### src/rtl/mem_port_arbiter_pkg.sv
// Shared arbiter types: FSM state encoding, default bus widths, and a helper that sizes the starvation counter.
package mem_port_arbiter_pkg;

  localparam int unsigned WORD_WIDTH_DEF = 16;
  localparam int unsigned ADDR_WIDTH_DEF = 16;

  typedef enum logic [1:0] {
    IDLE   = 2'b00,
    BUSY_I = 2'b01,
    BUSY_D = 2'b10
  } arb_state_t;

  // A limit of 0 still needs a 1-bit register, so the width never drops to zero.
  function automatic int unsigned starve_cnt_width(input int unsigned limit);
    return (limit < 2) ? 1 : $clog2(limit + 1);
  endfunction

endpackage

### src/rtl/mem_port_arbiter_starve_counter.sv
// Saturating count of contended data grants; at_limit tells the arbiter to let fetch in next.
// Updates on the clock edge after inc/clr; clr wins over inc; no backpressure.
module starve_counter #(
  parameter int unsigned STARVE_LIMIT = 3
) (
  input  logic clk,
  input  logic reset,
  input  logic inc,
  input  logic clr,
  output logic at_limit
);
  import mem_port_arbiter_pkg::*;

  localparam int unsigned CNT_W = starve_cnt_width(STARVE_LIMIT);
  localparam logic [CNT_W-1:0] LIMIT = CNT_W'(STARVE_LIMIT);

  logic [CNT_W-1:0] cnt;

  always_ff @(posedge clk or posedge reset) begin
    if (reset) begin
      cnt <= '0;
    end else if (clr) begin
      cnt <= '0;
    end else if (inc && (cnt != LIMIT)) begin
      cnt <= cnt + CNT_W'(1);
    end
  end

  assign at_limit = (cnt == LIMIT);

endmodule

### src/rtl/mem_port_arbiter.sv
// Shares one single-ported memory between fetch and data; data wins unless fetch has been starved.
// Request-to-done is 2 cycles minimum; clients wait on *_done while the memory stalls via mem_ready.
module mem_port_arbiter
  import mem_port_arbiter_pkg::*;
#(
  parameter int unsigned WORD_WIDTH   = WORD_WIDTH_DEF,
  parameter int unsigned ADDR_WIDTH   = ADDR_WIDTH_DEF,
  parameter int unsigned STARVE_LIMIT = 3
) (
  input  logic                  clk,
  input  logic                  reset,
  input  logic                  i_req,
  input  logic [ADDR_WIDTH-1:0] i_addr,
  output logic [WORD_WIDTH-1:0] i_rdata,
  output logic                  i_done,
  input  logic                  d_req,
  input  logic                  d_we,
  input  logic [ADDR_WIDTH-1:0] d_addr,
  input  logic [WORD_WIDTH-1:0] d_wdata,
  output logic [WORD_WIDTH-1:0] d_rdata,
  output logic                  d_done,
  output logic                  mem_req,
  output logic                  mem_we,
  output logic [ADDR_WIDTH-1:0] mem_addr,
  output logic [WORD_WIDTH-1:0] mem_wdata,
  input  logic [WORD_WIDTH-1:0] mem_rdata,
  input  logic                  mem_ready,
  output logic                  busy
);

  arb_state_t state, state_nxt;
  logic       ei, ed;
  logic       grant_i, grant_d;
  logic       at_limit, force_i;

  // A client is masked in its own done cycle so a still-high request is not re-granted.
  assign ei      = i_req & ~i_done;
  assign ed      = d_req & ~d_done;
  assign force_i = (STARVE_LIMIT != 0) && at_limit;

  always_ff @(posedge clk or posedge reset) begin
    if (reset) begin
      state <= IDLE;
    end else begin
      state <= state_nxt;
    end
  end

  always_comb begin
    state_nxt = state;
    grant_i   = 1'b0;
    grant_d   = 1'b0;
    case (state)
      IDLE: begin
        if (ed && !(ei && force_i)) begin
          grant_d   = 1'b1;
          state_nxt = BUSY_D;
        end else if (ei) begin
          grant_i   = 1'b1;
          state_nxt = BUSY_I;
        end
      end
      BUSY_I, BUSY_D: begin
        if (mem_ready) state_nxt = IDLE;
      end
      default: state_nxt = IDLE;
    endcase
  end

  starve_counter #(
    .STARVE_LIMIT(STARVE_LIMIT)
  ) u_starve (
    .clk     (clk),
    .reset   (reset),
    .inc     (grant_d & ei),
    .clr     (grant_i),
    .at_limit(at_limit)
  );

  always_ff @(posedge clk or posedge reset) begin
    if (reset) begin
      mem_req   <= 1'b0;
      mem_we    <= 1'b0;
      mem_addr  <= '0;
      mem_wdata <= '0;
      i_rdata   <= '0;
      d_rdata   <= '0;
      i_done    <= 1'b0;
      d_done    <= 1'b0;
    end else begin
      i_done <= 1'b0;
      d_done <= 1'b0;
      if (grant_d) begin
        mem_req   <= 1'b1;
        mem_we    <= d_we;
        mem_addr  <= d_addr;
        mem_wdata <= d_wdata;
      end else if (grant_i) begin
        mem_req   <= 1'b1;
        mem_we    <= 1'b0;
        mem_addr  <= i_addr;
        mem_wdata <= '0;
      end else if (mem_ready) begin
        case (state)
          BUSY_I: begin
            mem_req <= 1'b0;
            mem_we  <= 1'b0;
            i_done  <= 1'b1;
            i_rdata <= mem_rdata;
          end
          BUSY_D: begin
            mem_req <= 1'b0;
            mem_we  <= 1'b0;
            d_done  <= 1'b1;
            // Stores leave the last load result visible.
            if (!mem_we) d_rdata <= mem_rdata;
          end
          default: ;
        endcase
      end
    end
  end

  assign busy = (state != IDLE);

endmodule

### config.mk
export PLATFORM = sky130hd
export DESIGN_NAME = mem_port_arbiter
export DESIGN_NICKNAME = d
export VERILOG_FILES = /design/src/rtl/mem_port_arbiter_pkg.sv /design/src/rtl/mem_port_arbiter_starve_counter.sv /design/src/rtl/mem_port_arbiter.sv
export SDC_FILE = /design/constraint.sdc
export NUM_CORES = 1
export LEC_CHECK = 0
export ABC_AREA = 1
export BUFFER_PORTS_ARGS = -buffer_cell sky130_fd_sc_hd__clkbuf_2
export CELL_PAD_IN_SITES_DETAIL_PLACEMENT = 1
export CELL_PAD_IN_SITES_GLOBAL_PLACEMENT = 2
export CORE_ASPECT_RATIO = 0.9
export CORE_MARGIN = 2
export CORE_UTILIZATION = 26
export CTS_CLUSTER_DIAMETER = 40
export DETAILED_ROUTE_END_ITERATION = 6
export PLACE_DENSITY = 0.83
export SYNTH_ARGS = -nofsm -noshare
export SYNTH_HDL_FRONTEND = slang
export SYNTH_SLANG_ARGS = --single-unit
### constraint.sdc
create_clock -name clk -period 2.26 [get_ports clk]
set_input_delay 0 -clock clk [delete_from_list [all_inputs] [get_ports clk]]
set_output_delay 0 -clock clk [all_outputs]
set_load 0.02 [all_outputs]
Word level (Yosys, flattened, before mapping)
Index checks and enable logic that the tools add are counted.
{ "totals": {"ff_bits": 72, "output_inout_bits": 69, "inputBits": 70} }
{ "op_classes": {"addsub": 1, "eq_ne": 6, "muxes": 29, "bitwise_logic": 8, "reduce_logical": 15} }
{ "ops": {"columns": ["operator", "count"], "rows": [
  ["$mux W16", 4],
  ["$mux W1", 19],
  ["$mux W2", 5],
  ["$reduce_bool A2 Y1", 3],
  ["$reduce_bool A3 Y1", 2],
  ["$not A1 Y1", 5],
  ["$reduce_and A5 Y1", 1],
  ["$eq A2 B2 Y1 const B", 2],
  ["$pmux W2 S2", 1],
  ["$reduce_and A2 Y1", 2],
  ["$reduce_and A4 Y1", 1],
  ["$and A1 B1 Y1", 3],
  ["$logic_and A1 B1 Y1", 3],
  ["$ne A3 B3 Y1 const B", 1],
  ["$add A2 B1 Y2 const B", 1],
  ["$eq A2 B1 Y1 const B", 1],
  ["$logic_not A2 Y1", 1],
  ["$ne A2 B1 Y1 const B", 1],
  ["$ne A2 B2 Y1 const B", 1],
  ["$reduce_or A2 Y1", 1],
  ["$logic_not A1 Y1", 1]
]} }

Depth between registers and ports, before layout
{ "logic_depth": {"depth_word": 11, "mapped_depth": 9} }

Hierarchy
Synthesis repeated with hierarchy kept, for this count alone.
{ "hier_totals": {"cells_unflattened": 366, "area_unflattened_um2": 3259.4} }
{ "modules_own_cells": {"columns": ["mod", "cells_per_inst", "area_each_um2", "n_inst"], "rows": [
  ["mem_port_arbiter", 352, 3149.3, 1],
  ["starve_counter", 14, 110.1, 1]
]} }

Worst setup path before layout
OpenSTA, ideal clock, no wires.
{ "synth_timing": {"kind": "register to register", "start": "register state[0]", "end": "register mem_addr[10]", "arrival_time_ps": 1351, "slack_ps": 792, "period_less_slack_ps": 1468, "setup_ps": 117, "path_buffers": 2, "stages_incl_launch_ff": 10, "cell_sequence": "dfrtp_1 -> inv_1 -> ha_1 -> nand3_4 -> buf_2 -> buf_6 -> nand2_1 -> nand2_1 -> nand2_1 -> nand2_1"} }
{ "synth_via": {"elab_chain_cells": 3, "word_cells_on_any_way": 5, "classes_between": "mux (3); reduce/logical (2)"} }
{ "synth_rtl": {"columns": ["item", "line", "source"], "rows": [
  ["start: declaration", "mem_port_arbiter.sv:31", "arb_state_t state, state_nxt;"],
  ["start signal: assignment", "mem_port_arbiter.sv:45", "state <= state_nxt;"],
  ["$logic_not A2 Y1 *", "mem_port_arbiter.sv:53", "case (state)"],
  ["$mux W1", "mem_port_arbiter.sv:53", null],
  ["$mux W16 or $reduce_bool A2 Y1 (tied branches)", null, null],
  ["end signal: assignment", "mem_port_arbiter.sv:96", "mem_addr <= d_addr;"],
  ["end signal: assignment", "mem_port_arbiter.sv:101", "mem_addr <= i_addr;"],
  ["end: declaration", "mem_port_arbiter.sv:24", "output logic [ADDR_WIDTH-1:0] mem_addr,"]
]} }
Every way passes the cells marked *; elsewhere a longest branch is shown, timed or not.
A chain may end at the register's enable or synchronous reset.

Worst setup path in the final report
{ "layout_timing": {"start": "register state[0]", "end": "register mem_addr[15]"} }
The elaborated chain is that of the path after synthesis.

==> results.tsv <==
metric	value	unit
maxSlewHeadroom	54.92	%
clock_skew	0.005376	ns
cts_buffer_depth	2	
finalCriticalPeriod	2.109	ns
finalSetupViolations	0	
path_max_fanout	19	
fin_area	0.005111	mm^2
rr_worst_depth	9	
fill_cells	1515	
hp-class	input port to flop	
grt_use_total	17.43	%
cts_num_sinks	72	
crit_path_top_delay_cell	dlygate4sd3_1	
antennaDiodeCount	0	
vias	3432	
antenna_found_initial	0	
worstReg2RegEnd	mem_addr[15]	
gp_congestion	0.7711	
hold_viol_final	0	
start_util	26.89	%
synthAdderAreaFrac	1.529	%
synth_compound_area_share	0.6881	%
viasPerCell	4.552	
fp.dieH	110.4	um
wl_per_cell	15.19	um
portBuffers	138	
required	2.47	ns
crit_buf_inv	3	
avgSynthCellArea	8.524	um^2
cellLeakagePower	2.834	nW
end_kind	flop	
cts-root-buf	clkbuf_16	
r2r_slack	0.15	ns
synthToLayoutAreaGrowth	56.15	%
status	complete, no violations	
synth-simple-area-share	36.43	%
rsz0062_at_grt	false	
drive_gt1_share	29.97	%
r2r-start	state[0]	
cts_buffers	9	
finalCritPeriodShare	93.31	%
max_freq	474.2	MHz
grt_pass1_vias	3703	
drt_first_pass_iters	4	
ys_seq_area_share	55.05	%
cpPeakStageDelay	0.57	ns
ys_warn_count	0	
wl	11450	um
cp.arrival	2.32	ns
place_area	0.004111	mm^2
grt_pass1_wl	18590	um
clk_latency	0.33	ns
gr-total-overflow	0	
crit_family	buffers and inverters	
final_cells	754	
hold_depth	3	
synth.cell_area	0.003273	mm^2
yosysTopAreaCell	dfrtp_1	
ant_nets	0	
cap_violations	0	
dp_hpwl	7454	um
worst-setup-path-type	flop to flop	
rows	38	
fin_nets	663	
hp-start	i_req	
ir_worst_vdd	0.0004077	V
core-area	0.01217	mm^2
die-width	122.3	um
htreeDepth	3	
grt_start_max_net_pins	38	
drv_slew	0	
post-route-drc-count	0	
die_area	0.01350	mm^2
synthXorXnorAreaFrac	0	%
crit_chain	inv_1 > ha_2 > nand3_4 > buf_4 > nand2_1 > nand2_1 > dlygate4sd3_1 > nand2_1 > nand2_1	
synth_cell_types	21	
tightest_slew	0.6762	ns
worst_path_most_repeated_cell	nand2_1	
place_inst	669	
start_kind	flop	
synth_cells	384	
finalSetupTns	0	ns
synth_top_cell_area_share	55.05	%
cts_tree	done	
first_iter_violations	208	
path_clk_slew	0.05	ns
whs_endpoint	u_starve.cnt[0]	
synth_nets	458	
power.density	1319	mW/mm^2
muxShareOfSynthArea	0	%
synth_top_family_by_area	simple AND/OR/NAND/NOR gates	
synth.area.top_cells	dfrtp_1 (55%), nand2_1 (22%), nand4_1 (6.1%)	
synth-seq-cells	72	
boundaryPins	139	
-- cells in the mapped netlist --
cell type	number
ha_1	4
inv_2	1
nand2_2	1
nand2_1	192
dfrtp_1	72
buf_2	12
clkbuf_1	2
clkinv_1	1
nand3_4	1
nor2_4	1
inv_1	10
nand4_1	32
buf_6	5
o21ai_0	2
o31ai_1	1
nand3_1	35
o21ai_1	1
nor3_4	1
buf_4	5
nor3_1	1
nand3_2	4
-- metal layers --
layer | track usage, % | vias to the layer above | wire, um
li1 | - | 1653 | -
met1 | 20.98 | 1645 | 4878
met2 | 29.89 | 114 | 5680
met3 | 4.494 | 20 | 686
met4 | 5.900 | 0 | 205
met5 | 0 | - | 0
-- placed cells by master, fill, tap and decap left out --
master	synthesis	final
o31ai_1	1	1
dlygate4sd3_1	0	66
nor3_4	1	1
clkbuf_16	0	9
nand2_1	192	192
ha_2	0	1
buf_4	5	12
ha_1	4	3
clkinv_2	0	5
nor3_1	1	1
clkinv_4	0	1
buf_12	0	2
nor2_4	1	1
nand4_1	32	32
nand2_2	1	1
nand3_1	35	35
bufinv_16	0	2
nand3_4	1	1
dfrtp_1	72	72
o21ai_1	1	1
clkinv_1	1	1
clkbuf_2	0	138
o21ai_0	2	2
nand3_2	4	4
inv_1	10	9
clkbuf_1	2	1
-- worst max path at each step --
| stage | slack (ns) | cells after the start | from | endpoint |
|---|---|---|---|---|
| after global routing | 0.005 | 9 | state[0] | mem_addr[6] |
| after detailed placement | 0.25 | 7 | state[0] | i_rdata[0] |
| after global placement | 0.39 | 7 | state[0] | i_rdata[9] |
| final | 0.15 | 9 | state[0] | mem_addr[15] |
| after floorplan | 0.44 | 1 | reset | d_done |
| after CTS | 0.01 | 9 | state[0] | mem_addr[15] |
-- registers in the layout, indices dropped and copies added, names as in the netlist --
signal	flops
mem_addr	16
mem_req	1
state	2
mem_we	1
i_rdata	16
d_rdata	16
i_done	1
u_starve.cnt	2
d_done	1
mem_wdata	16
-- cells by family after synthesis --
family	count (synthesis)
AND/OR/NAND/NOR	268
flip-flops	72
buffers and inverters	36
AO/OA/AOI/OAI	4
adder cells (fa/ha/maj)	4
-- where the power goes --
part | internal, mW | total, mW | switching, mW
sequential | 1.86 | 2.22 | 0.356
combinational | 1.03 | 3.02 | 1.98
clock | 0.963 | 1.50 | 0.541
-- repair_timing --
action / 4_1_cts / 5_1_grt
endpoints found under the hold margin: 101 / 0
resized for setup: 0 / 2
hold buffers: 66 / 0
setup endpoints to repair: 0 / 7
setup buffers: 0 / 3
-- cell type report --
type / instances / area, um^2 / share of cell area [%]
well taps: 160 / 200.2 / 3.917
repair buffers: 218 / 1481 / 28.98
clock inverters: 6 / 83.83 / 1.640
multi-input cells: 276 / 1267 / 24.80
clock buffers: 10 / 229.0 / 4.480
inverters: 12 / 47.55 / 0.9302
flip-flops and latches: 72 / 1802 / 35.25
-- metrics by stage --
step	util [%]	power [mW]	hold WS, ns	setup WS, ns
after CTS	41.78	6.796	0.01895	0.01334
final	41.99	6.740	0.01988	0.1512
after floorplan	-	4.059	0.1168	0.4351
after detailed placement	33.78	5.111	0.1115	0.2491
after global placement	33.78	5.008	0.1112	0.3860
after global routing	41.99	7.248	0.03325	0.004989
-- tightest hold or removal path, cell delays in order --
cell      delay, ns
clkbuf_2       0.10
nand2_1        0.11
o31ai_1        0.09
Note: power is estimated with default switching activity, not from simulation.
